===== src/rtl/decode_stage_if.sv =====
// rtl/decode_stage_if.sv - fetch/writeback-to-decode and decode-to-execute signal bundle
interface decode_stage_if;
    logic [31:0] InstrD;
    logic [31:0] PCD;
    logic [31:0] PCPlus4D;
    logic        ValidD;
    logic        FlushE;
    logic [31:0] RD1D;
    logic [31:0] RD2D;
    logic        RegWriteW;
    logic [4:0]  RdW;
    logic [31:0] ResultW;

    logic [4:0]  A1;
    logic [4:0]  A2;
    logic        StallD;
    logic [31:0] RD1E;
    logic [31:0] RD2E;
    logic [31:0] ImmExtE;
    logic [31:0] PCE;
    logic [31:0] PCPlus4E;
    logic [4:0]  Rs1E;
    logic [4:0]  Rs2E;
    logic [4:0]  RdE;
    logic        RegWriteE;
    logic        MemWriteE;
    logic        JumpE;
    logic        BranchE;
    logic        ALUSrcE;
    logic        ValidE;
    logic        IllegalE;
    logic [1:0]  ResultSrcE;
    logic [2:0]  ALUControlE;

    modport master (
        output InstrD, PCD, PCPlus4D, ValidD, FlushE, RD1D, RD2D,
               RegWriteW, RdW, ResultW,
        input  A1, A2, StallD, RD1E, RD2E, ImmExtE, PCE, PCPlus4E,
               Rs1E, Rs2E, RdE, RegWriteE, MemWriteE, JumpE, BranchE,
               ALUSrcE, ValidE, IllegalE, ResultSrcE, ALUControlE
    );

    modport slave (
        input  InstrD, PCD, PCPlus4D, ValidD, FlushE, RD1D, RD2D,
               RegWriteW, RdW, ResultW,
        output A1, A2, StallD, RD1E, RD2E, ImmExtE, PCE, PCPlus4E,
               Rs1E, Rs2E, RdE, RegWriteE, MemWriteE, JumpE, BranchE,
               ALUSrcE, ValidE, IllegalE, ResultSrcE, ALUControlE
    );
endinterface


===== src/rtl/decode_stage.sv =====
// rtl/decode_stage.sv - RV32I decode with WB bypass, load-use stall and ID/EX register
module decode_stage (
    input  logic         clk,
    input  logic         rst,
    decode_stage_if.slave bus
);
    localparam logic [6:0] OP_R      = 7'b0110011;
    localparam logic [6:0] OP_I      = 7'b0010011;
    localparam logic [6:0] OP_LOAD   = 7'b0000011;
    localparam logic [6:0] OP_STORE  = 7'b0100011;
    localparam logic [6:0] OP_BRANCH = 7'b1100011;
    localparam logic [6:0] OP_JAL    = 7'b1101111;

    logic [31:0] w_instr;
    logic [6:0]  w_opcode;
    logic [2:0]  w_funct3;
    logic [4:0]  w_rs1;
    logic [4:0]  w_rs2;
    logic [4:0]  w_rd;

    logic        w_reg_write;
    logic        w_mem_write;
    logic        w_jump;
    logic        w_branch;
    logic        w_alu_src;
    logic        w_illegal;
    logic        w_use_rs1;
    logic        w_use_rs2;
    logic [1:0]  w_result_src;
    logic [2:0]  w_alu_ctrl;
    logic [31:0] w_imm;
    logic [31:0] w_rd1;
    logic [31:0] w_rd2;
    logic        w_hazard;
    logic        w_bubble;

    logic [31:0] r_rd1, r_rd2, r_imm, r_pc, r_pc_plus4;
    logic [4:0]  r_rs1, r_rs2, r_rd;
    logic        r_reg_write, r_mem_write, r_jump, r_branch, r_alu_src, r_valid, r_illegal;
    logic [1:0]  r_result_src;
    logic [2:0]  r_alu_ctrl;

    assign w_instr  = bus.InstrD;
    assign w_opcode = w_instr[6:0];
    assign w_funct3 = w_instr[14:12];
    assign w_rs1    = w_instr[19:15];
    assign w_rs2    = w_instr[24:20];
    assign w_rd     = w_instr[11:7];

    always_comb begin
        w_reg_write  = 1'b0;
        w_mem_write  = 1'b0;
        w_jump       = 1'b0;
        w_branch     = 1'b0;
        w_alu_src    = 1'b0;
        w_illegal    = 1'b0;
        w_use_rs1    = 1'b0;
        w_use_rs2    = 1'b0;
        w_result_src = 2'b00;
        w_alu_ctrl   = 3'b000;
        w_imm        = 32'd0;
        case (w_opcode)
            OP_R, OP_I: begin
                w_reg_write = 1'b1;
                w_use_rs1   = 1'b1;
                w_use_rs2   = (w_opcode == OP_R);
                w_alu_src   = (w_opcode == OP_I);
                if (w_opcode == OP_I)
                    w_imm = {{20{w_instr[31]}}, w_instr[31:20]};
                case (w_funct3)
                    3'b000:  w_alu_ctrl = ((w_opcode == OP_R) && w_instr[30]) ? 3'b001 : 3'b000;
                    3'b110:  w_alu_ctrl = 3'b011;
                    3'b111:  w_alu_ctrl = 3'b010;
                    3'b010:  w_alu_ctrl = 3'b101;
                    default: w_illegal  = 1'b1;
                endcase
            end
            OP_LOAD: begin
                w_reg_write  = 1'b1;
                w_alu_src    = 1'b1;
                w_result_src = 2'b01;
                w_use_rs1    = 1'b1;
                w_imm        = {{20{w_instr[31]}}, w_instr[31:20]};
            end
            OP_STORE: begin
                w_mem_write = 1'b1;
                w_alu_src   = 1'b1;
                w_use_rs1   = 1'b1;
                w_use_rs2   = 1'b1;
                w_imm       = {{20{w_instr[31]}}, w_instr[31:25], w_instr[11:7]};
            end
            OP_BRANCH: begin
                w_branch   = 1'b1;
                w_alu_ctrl = 3'b001;
                w_use_rs1  = 1'b1;
                w_use_rs2  = 1'b1;
                w_imm      = {{20{w_instr[31]}}, w_instr[7], w_instr[30:25], w_instr[11:8], 1'b0};
            end
            OP_JAL: begin
                w_reg_write  = 1'b1;
                w_jump       = 1'b1;
                w_result_src = 2'b10;
                w_imm        = {{12{w_instr[31]}}, w_instr[19:12], w_instr[20], w_instr[30:21], 1'b0};
            end
            default: w_illegal = 1'b1;
        endcase
    end

    // The register file writes on the edge, so a same-cycle writeback must be forwarded here.
    always_comb begin
        w_rd1 = bus.RD1D;
        w_rd2 = bus.RD2D;
        if (w_rs1 == 5'd0)
            w_rd1 = 32'd0;
        else if (bus.RegWriteW && (bus.RdW == w_rs1))
            w_rd1 = bus.ResultW;
        if (w_rs2 == 5'd0)
            w_rd2 = 32'd0;
        else if (bus.RegWriteW && (bus.RdW == w_rs2))
            w_rd2 = bus.ResultW;
    end

    assign w_hazard = bus.ValidD && r_valid && (r_result_src == 2'b01) && (r_rd != 5'd0) &&
                      ((w_use_rs1 && (r_rd == w_rs1)) || (w_use_rs2 && (r_rd == w_rs2)));
    assign w_bubble = bus.FlushE || w_hazard || !bus.ValidD;

    always_ff @(posedge clk) begin
        if (!rst) begin
            r_rd1 <= '0; r_rd2 <= '0; r_imm <= '0; r_pc <= '0; r_pc_plus4 <= '0;
            r_rs1 <= '0; r_rs2 <= '0; r_rd <= '0;
            r_reg_write <= 1'b0; r_mem_write <= 1'b0; r_jump <= 1'b0; r_branch <= 1'b0;
            r_alu_src <= 1'b0; r_valid <= 1'b0; r_illegal <= 1'b0;
            r_result_src <= 2'b00; r_alu_ctrl <= 3'b000;
        end else begin
            r_rd1      <= w_rd1;
            r_rd2      <= w_rd2;
            r_imm      <= w_imm;
            r_pc       <= bus.PCD;
            r_pc_plus4 <= bus.PCPlus4D;
            r_rs1      <= w_rs1;
            r_rs2      <= w_rs2;
            r_rd       <= w_rd;
            if (w_bubble) begin
                r_reg_write <= 1'b0; r_mem_write <= 1'b0; r_jump <= 1'b0; r_branch <= 1'b0;
                r_alu_src <= 1'b0; r_valid <= 1'b0; r_illegal <= 1'b0;
                r_result_src <= 2'b00; r_alu_ctrl <= 3'b000;
            end else begin
                r_reg_write  <= w_reg_write;
                r_mem_write  <= w_mem_write;
                r_jump       <= w_jump;
                r_branch     <= w_branch;
                r_alu_src    <= w_alu_src;
                r_valid      <= 1'b1;
                r_illegal    <= w_illegal;
                r_result_src <= w_result_src;
                r_alu_ctrl   <= w_alu_ctrl;
            end
        end
    end

    assign bus.A1          = w_rs1;
    assign bus.A2          = w_rs2;
    assign bus.StallD      = w_hazard;
    assign bus.RD1E        = r_rd1;
    assign bus.RD2E        = r_rd2;
    assign bus.ImmExtE     = r_imm;
    assign bus.PCE         = r_pc;
    assign bus.PCPlus4E    = r_pc_plus4;
    assign bus.Rs1E        = r_rs1;
    assign bus.Rs2E        = r_rs2;
    assign bus.RdE         = r_rd;
    assign bus.RegWriteE   = r_reg_write;
    assign bus.MemWriteE   = r_mem_write;
    assign bus.JumpE       = r_jump;
    assign bus.BranchE     = r_branch;
    assign bus.ALUSrcE     = r_alu_src;
    assign bus.ValidE      = r_valid;
    assign bus.IllegalE    = r_illegal;
    assign bus.ResultSrcE  = r_result_src;
    assign bus.ALUControlE = r_alu_ctrl;
endmodule

===== src/flat_wrapper.sv =====
// flat-port wrapper written by rule: the top's interface ports become plain ports
module decode_stage_flat 
  (clk, rst, bus_InstrD, bus_PCD, bus_PCPlus4D, bus_ValidD, bus_FlushE, bus_RD1D, bus_RD2D, bus_RegWriteW, bus_RdW, bus_ResultW, bus_A1, bus_A2, bus_StallD, bus_RD1E, bus_RD2E, bus_ImmExtE, bus_PCE, bus_PCPlus4E, bus_Rs1E, bus_Rs2E, bus_RdE, bus_RegWriteE, bus_MemWriteE, bus_JumpE, bus_BranchE, bus_ALUSrcE, bus_ValidE, bus_IllegalE, bus_ResultSrcE, bus_ALUControlE);
  decode_stage_if bus_i ();
  input  logic clk;
  input  logic rst;
  input wire logic [$bits(bus_i.InstrD)-1:0] bus_InstrD;
  input wire logic [$bits(bus_i.PCD)-1:0] bus_PCD;
  input wire logic [$bits(bus_i.PCPlus4D)-1:0] bus_PCPlus4D;
  input wire logic [$bits(bus_i.ValidD)-1:0] bus_ValidD;
  input wire logic [$bits(bus_i.FlushE)-1:0] bus_FlushE;
  input wire logic [$bits(bus_i.RD1D)-1:0] bus_RD1D;
  input wire logic [$bits(bus_i.RD2D)-1:0] bus_RD2D;
  input wire logic [$bits(bus_i.RegWriteW)-1:0] bus_RegWriteW;
  input wire logic [$bits(bus_i.RdW)-1:0] bus_RdW;
  input wire logic [$bits(bus_i.ResultW)-1:0] bus_ResultW;
  output wire logic [$bits(bus_i.A1)-1:0] bus_A1;
  output wire logic [$bits(bus_i.A2)-1:0] bus_A2;
  output wire logic [$bits(bus_i.StallD)-1:0] bus_StallD;
  output wire logic [$bits(bus_i.RD1E)-1:0] bus_RD1E;
  output wire logic [$bits(bus_i.RD2E)-1:0] bus_RD2E;
  output wire logic [$bits(bus_i.ImmExtE)-1:0] bus_ImmExtE;
  output wire logic [$bits(bus_i.PCE)-1:0] bus_PCE;
  output wire logic [$bits(bus_i.PCPlus4E)-1:0] bus_PCPlus4E;
  output wire logic [$bits(bus_i.Rs1E)-1:0] bus_Rs1E;
  output wire logic [$bits(bus_i.Rs2E)-1:0] bus_Rs2E;
  output wire logic [$bits(bus_i.RdE)-1:0] bus_RdE;
  output wire logic [$bits(bus_i.RegWriteE)-1:0] bus_RegWriteE;
  output wire logic [$bits(bus_i.MemWriteE)-1:0] bus_MemWriteE;
  output wire logic [$bits(bus_i.JumpE)-1:0] bus_JumpE;
  output wire logic [$bits(bus_i.BranchE)-1:0] bus_BranchE;
  output wire logic [$bits(bus_i.ALUSrcE)-1:0] bus_ALUSrcE;
  output wire logic [$bits(bus_i.ValidE)-1:0] bus_ValidE;
  output wire logic [$bits(bus_i.IllegalE)-1:0] bus_IllegalE;
  output wire logic [$bits(bus_i.ResultSrcE)-1:0] bus_ResultSrcE;
  output wire logic [$bits(bus_i.ALUControlE)-1:0] bus_ALUControlE;
  assign bus_i.InstrD = bus_InstrD;
  assign bus_i.PCD = bus_PCD;
  assign bus_i.PCPlus4D = bus_PCPlus4D;
  assign bus_i.ValidD = bus_ValidD;
  assign bus_i.FlushE = bus_FlushE;
  assign bus_i.RD1D = bus_RD1D;
  assign bus_i.RD2D = bus_RD2D;
  assign bus_i.RegWriteW = bus_RegWriteW;
  assign bus_i.RdW = bus_RdW;
  assign bus_i.ResultW = bus_ResultW;
  assign bus_A1 = bus_i.A1;
  assign bus_A2 = bus_i.A2;
  assign bus_StallD = bus_i.StallD;
  assign bus_RD1E = bus_i.RD1E;
  assign bus_RD2E = bus_i.RD2E;
  assign bus_ImmExtE = bus_i.ImmExtE;
  assign bus_PCE = bus_i.PCE;
  assign bus_PCPlus4E = bus_i.PCPlus4E;
  assign bus_Rs1E = bus_i.Rs1E;
  assign bus_Rs2E = bus_i.Rs2E;
  assign bus_RdE = bus_i.RdE;
  assign bus_RegWriteE = bus_i.RegWriteE;
  assign bus_MemWriteE = bus_i.MemWriteE;
  assign bus_JumpE = bus_i.JumpE;
  assign bus_BranchE = bus_i.BranchE;
  assign bus_ALUSrcE = bus_i.ALUSrcE;
  assign bus_ValidE = bus_i.ValidE;
  assign bus_IllegalE = bus_i.IllegalE;
  assign bus_ResultSrcE = bus_i.ResultSrcE;
  assign bus_ALUControlE = bus_i.ALUControlE;
  decode_stage u_core (.clk(clk), .rst(rst), .bus(bus_i));
endmodule

===== config.mk =====
export PLATFORM = sky130hd
export DESIGN_NAME = decode_stage_flat
export DESIGN_NICKNAME = d
export VERILOG_FILES = /design/src/rtl/decode_stage_if.sv /design/src/rtl/decode_stage.sv /design/src/flat_wrapper.sv
export SDC_FILE = /design/constraint.sdc
export NUM_CORES = 1
export LEC_CHECK = 0
export ABC_AREA = 1
export ABC_CLOCK_PERIOD_IN_PS = 1300
export CORE_AREA = 2 2 157 159
export DETAILED_ROUTE_END_ITERATION = 8
export DIE_AREA = 0 0 159 161
export PLACE_DENSITY = 0.63
export REMOVE_ABC_BUFFERS = 1
export SLEW_MARGIN = 5
export SYNTH_ARGS = -nofsm -noshare
export SYNTH_HDL_FRONTEND = slang
export SYNTH_SLANG_ARGS = --single-unit

===== constraint.sdc =====
create_clock -name clk -period 1.3 [get_ports clk]
set_input_delay 0.26 -clock clk [delete_from_list [all_inputs] [get_ports clk]]
set_output_delay 0.26 -clock clk [all_outputs]
set_load 0.05 [all_outputs]

Word level (Yosys, flattened, before mapping)
Index checks and enable logic that the tools add are counted.

Bits in registers: 187. Output and inout port bits: 198. Input bits: 202. Word-level logic and storage cells: 77.

Bitwise logic cells: 1. Equality and inequality tests: 14. Reduce and logical (&&, ||, !) cells: 27. Muxes and demuxes: 18.

Operator list (count): $pmux W32 S5 (1); $mux W32 (3); $eq A5 B5 Y1 (4); $eq A7 B6 Y1 const B (2); $eq A7 B7 Y1 const B (2); $pmux W3 S4 (1); $reduce_or A2 Y1 (6); $reduce_or A4 Y1 (3); $logic_not A5 Y1 (2); $logic_and A1 B1 Y1 (9); $mux W1 (8); $eq A7 B2 Y1 const B (1); $eq A7 B5 Y1 const B (1); $eq A3 B3 Y1 const B (2); $pmux W1 S2 (3); $pmux W3 S2 (1); $reduce_bool A5 Y1 (1); $reduce_or A5 Y1 (1); $pmux W2 S2 (1); $eq A3 B2 Y1 const B (1); $logic_not A3 Y1 (1); $logic_or A1 B1 Y1 (3); $eq A2 B1 Y1 const B (1); $logic_not A1 Y1 (1); $not A1 Y1 (1).

Logic depth before layout (Yosys ltp)
Word-level depth: 9. Depth in mapped cells: 11. Mapped depth without buffers: 10.

Worst setup path after synthesis
OpenSTA, ideal clock, no wires.

Kind: register -> output. Start: register u_core.r_rd[1] (netlist: u_core.bus.RdE[1]). End: output bus_StallD. Data required time: 1040 ps. Stages on the path, launching flop included: 7. Slack: -819 ps. Buffers on the path: 0. Data arrival time: 1859 ps. Cell sequence: dfxtp_1 > inv_1 > nand2_1 > nand2_1 > nor2_1 > nand4_1 > a21oi_1.

Cells in the longest elaborated chain, start to end: 4. Elaborated cells on any way between the ends: 8. Those cells by class: 2 x eq/ne; 6 x reduce/logical.

Ends and longest elaborated chain: from (decl) (line decode_stage.sv:38) `logic [4:0] r_rs1, r_rs2, r_rd;`; from (signal assigned) (line decode_stage.sv:142) `r_rd <= w_rd;`; $eq A5 B5 Y1 (line decode_stage.sv:124) `((w_use_rs1 && (r_rd == w_rs1)) || (w_use_rs2 && (r_rd == w_rs2)));`; $logic_and A1 B1 Y1 (line decode_stage.sv:124); $logic_or A1 B1 Y1 (line decode_stage.sv:124); $logic_and A1 B1 Y1 * (line decode_stage.sv:123) `assign w_hazard = bus.ValidD && r_valid && (r_result_src == 2'b01) && (r_rd != 5'd0) &&`; to (decl) (line flat_wrapper.sv:19) `output wire logic [$bits(bus_i.StallD)-1:0] bus_StallD;`.

Every way passes the cells marked *; elsewhere a longest branch is shown, timed or not.

Final worst setup path
Start: register u_core.r_rd[2] (netlist: u_core.bus.RdE[2]). End: output bus_StallD.

Same word-level chain as after synthesis.

==> flow_metrics.tcl <==
set metrics [dict create \
    status "finished, violations left" \
    violations "setup timing" \
    syn_area_mm2 0.00649 \
    cp-start-kind "flop" \
    period_needed_ns 1.82 \
    critPathKind "reg2out" \
    grt_pass1_vias 6991 \
    initial_core_util 0.271 \
    nets 1506 \
    fp.dieH_um 161 \
    cp-end-kind "output port" \
    portBuffers 399 \
    maxCapViolCount 0 \
    grt_max_degree 71 \
    required_ns 1.04 \
    cts_made_buffers 17 \
    cts_hold_buf 0 \
    area_delta_synth_final_pct 121 \
    rsz0062_at_grt "yes" \
    hold_violations 0 \
    die-width_um 159 \
    synth_flop_cell "dfxtp_1" \
    synth_edf_count 0 \
    netlist_top_cells_area "dfxtp_1 54%, nand2_1 13%, inv_1 8.3%" \
    dr_total_vias 6932 \
    dp_hpwl_um 19500 \
    drive_gt1_frac 0.305 \
    setup_slack_ns -0.517 \
    vdd_drop_max_mv 0.896 \
    clockRootBuffer "clkbuf_16" \
    yosysTopAreaCell "dfxtp_1" \
    via_per_inst 4.22 \
    tightest_slew_ns 0.442 \
    synth_seq_cells 176 \
    rows 57 \
    final_cells 1643 \
    whs_ns 0.133 \
    slew_headroom 0.704 \
    crit_arrival_ns 1.56 \
    drt_iter0_markers 366 \
    power_per_cell_area_mw_per_mm2 1030 \
    avgRoutedWirePerCell_um 16.0 \
    path_clk_slew_ns 0.07 \
    crit_path_top_delay_cell "dfxtp_4" \
    cp_num_buf_inv 1 \
    synth_common_cells "224 x nand2_1, 176 x dfxtp_1, 143 x inv_1" \
    max_freq_mhz 550 \
    final_util 0.600 \
    ctsLongestPathBuffers 2 \
    io_pins 400 \
    totalWireLength_um 26300 \
    drc 0 \
    setup_viol 15 \
    r2r_setup_slack_ns 0.04 \
    placed_cells 1584 \
    p_leak_nw 7.00 \
    insertion_delay_ns 0.42 \
    cts.sinks 176 \
    synth-seq-area-share 0.543 \
    finalCritPeriodShare 1.40 \
    grt-ovfl-total 0 \
    critPathMaxStageDelay_ns 0.37 \
    yosysMostFrequentCell "nand2_1" \
    cp_max_fo 4 \
    hp-class "in2reg" \
    pre_cts_ws_ns -0.788 \
    gp_congestion 0.855 \
    syn_inst 847 \
    ys_types 32 \
    yosysWarningCount 0 \
    maxSlewViolCount 0 \
    p_total_w 0.0148 \
    synthArstFlopShare 0 \
    worst_path_dominant_cell_family "flip-flops" \
    htree_num_levels 4 \
    grt_antenna_before_repair 2 \
    grt_use_total 0.197 \
    multi_input_area_mm2 0.00223 \
    fill_cells 1969 \
    seq_area_mm2 0.00355 \
    crit_chain "xnor2_2, nor2b_1, nand4_1, a21oi_2, buf_12" \
    grt_pass1_wl_um 39000 \
    core-area_mm2 0.0240 \
    die-area_mm2 0.0256 \
    skew_ns 0.0102 \
    syn_avg_cell_area_um2 7.67 \
    cts_tree "yes" \
    yosysTopAreaCellShare 0.543 \
    ant_nets 0 \
    drt_pass1_iterations 4 \
]
## worst reg2reg max path, stage by stage, from the launching register on
cell and delay [ns]:
dfxtp_4 0.38, inv_2 0.05, nand2_2 0.06, nand2_2 0.06
nor3_1 0.18, nand2_1 0.07, nand2_1 0.08, nand2_2 0.10
nand2_4 0.12, nor2_1 0.05
## area by class of cell
class / count / area share
antenna: 2 / 0.000348
clock buffer: 18 / 0.0305
clock inverter: 14 / 0.0100
inverter: 149 / 0.0389
multi-input combinational: 466 / 0.155
sequential: 176 / 0.247
tap: 324 / 0.0282
timing repair buffer: 494 / 0.490
## layer usage
metal  vias to the layer above  wire length (um)  track usage
met5                         -                 0            0
met4                         0               944       0.0851
met3                        52              1980       0.0629
met2                       284             13300        0.342
met1                      3149             10100        0.224
li1                       3447                 -            -
## report_power, final
| group | switching (W) | internal (W) |
|---|---|---|
| Combinational | 0.00186 | 0.00198 |
| Clock | 0.00245 | 0.00261 |
| Sequential | 0.000216 | 0.00565 |
| Total | 0.00453 | 0.0102 |
## cell usage in the layout, fill, tap and decap left out, drive strengths merged
master / instances
clkinv: 9
clkdlybuf4s15: 3
dlymetal6s2s: 6
o211ai: 1
bufbuf: 1
nand3: 10
clkdlybuf4s50: 177
dfxtp: 176
a21boi: 1
nor2: 113
inv: 154
a21oi: 37
dlygate4sd2: 4
nor2b: 1
xor2: 7
o21ai: 16
a22oi: 4
nand2: 226
nor3: 7
diode: 2
o22ai: 1
xnor2: 3
nand4: 37
nor3b: 1
or2: 1
clkbuf: 29
buf: 292
## registers in the layout, summed over array words and instances (netlist names)
signal / count
u_core.bus.PCE: 32
u_core.bus.PCPlus4E: 32
u_core.bus.RD1E: 32
u_core.bus.RD2E: 32
u_core.bus.ImmExtE: 21
u_core.bus.RdE: 5
u_core.bus.Rs1E: 5
u_core.bus.Rs2E: 5
u_core.bus.ALUControlE: 3
u_core.bus.ResultSrcE: 2
u_core.bus.ALUSrcE: 1
u_core.bus.BranchE: 1
u_core.bus.IllegalE: 1
u_core.bus.JumpE: 1
u_core.bus.MemWriteE: 1
u_core.bus.RegWriteE: 1
u_core.bus.ValidE: 1
## cell families (layout without fill, tap and decap cells)
kind of cell,count (synthesis),count (layout),share of synthesized area
other,0,2,0
AO/OA/AOI/OAI,60,60,0.0511
buffers and inverters,206,675,0.140
AND/OR/NAND/NOR,395,396,0.253
XOR/XNOR,10,10,0.0135
flip-flops,176,176,0.543
## stage by stage
stage               area, um^2  TNS (ns)
detailed placement       13200    -63.29
global placement         13200    -61.20
global route             14400     -2.45
finish                   14400     -1.19
CTS                      14100     -2.64
floorplan                 6140    -70.54
## worst paths after layout
path / end / start / cells past startpoint
max: bus_StallD / u_core.bus.RdE[2] / 5
min reg2reg: u_core.bus.ValidE / u_core.bus.ValidE / 5
max reg2reg: u_core.bus.ResultSrcE[0] / u_core.bus.RdE[1] / 9
min: u_core.bus.Rs2E[1] / bus_InstrD[21] / 3
## repair_timing
item | in CTS | in global routing
cloned | 5 | 5
pin swaps | 15 | 19
resized for setup | 70 | 67
buffers inserted | 11 | 7
setup endpoints to repair | 123 | 103
(Power assumes the default switching activity.)
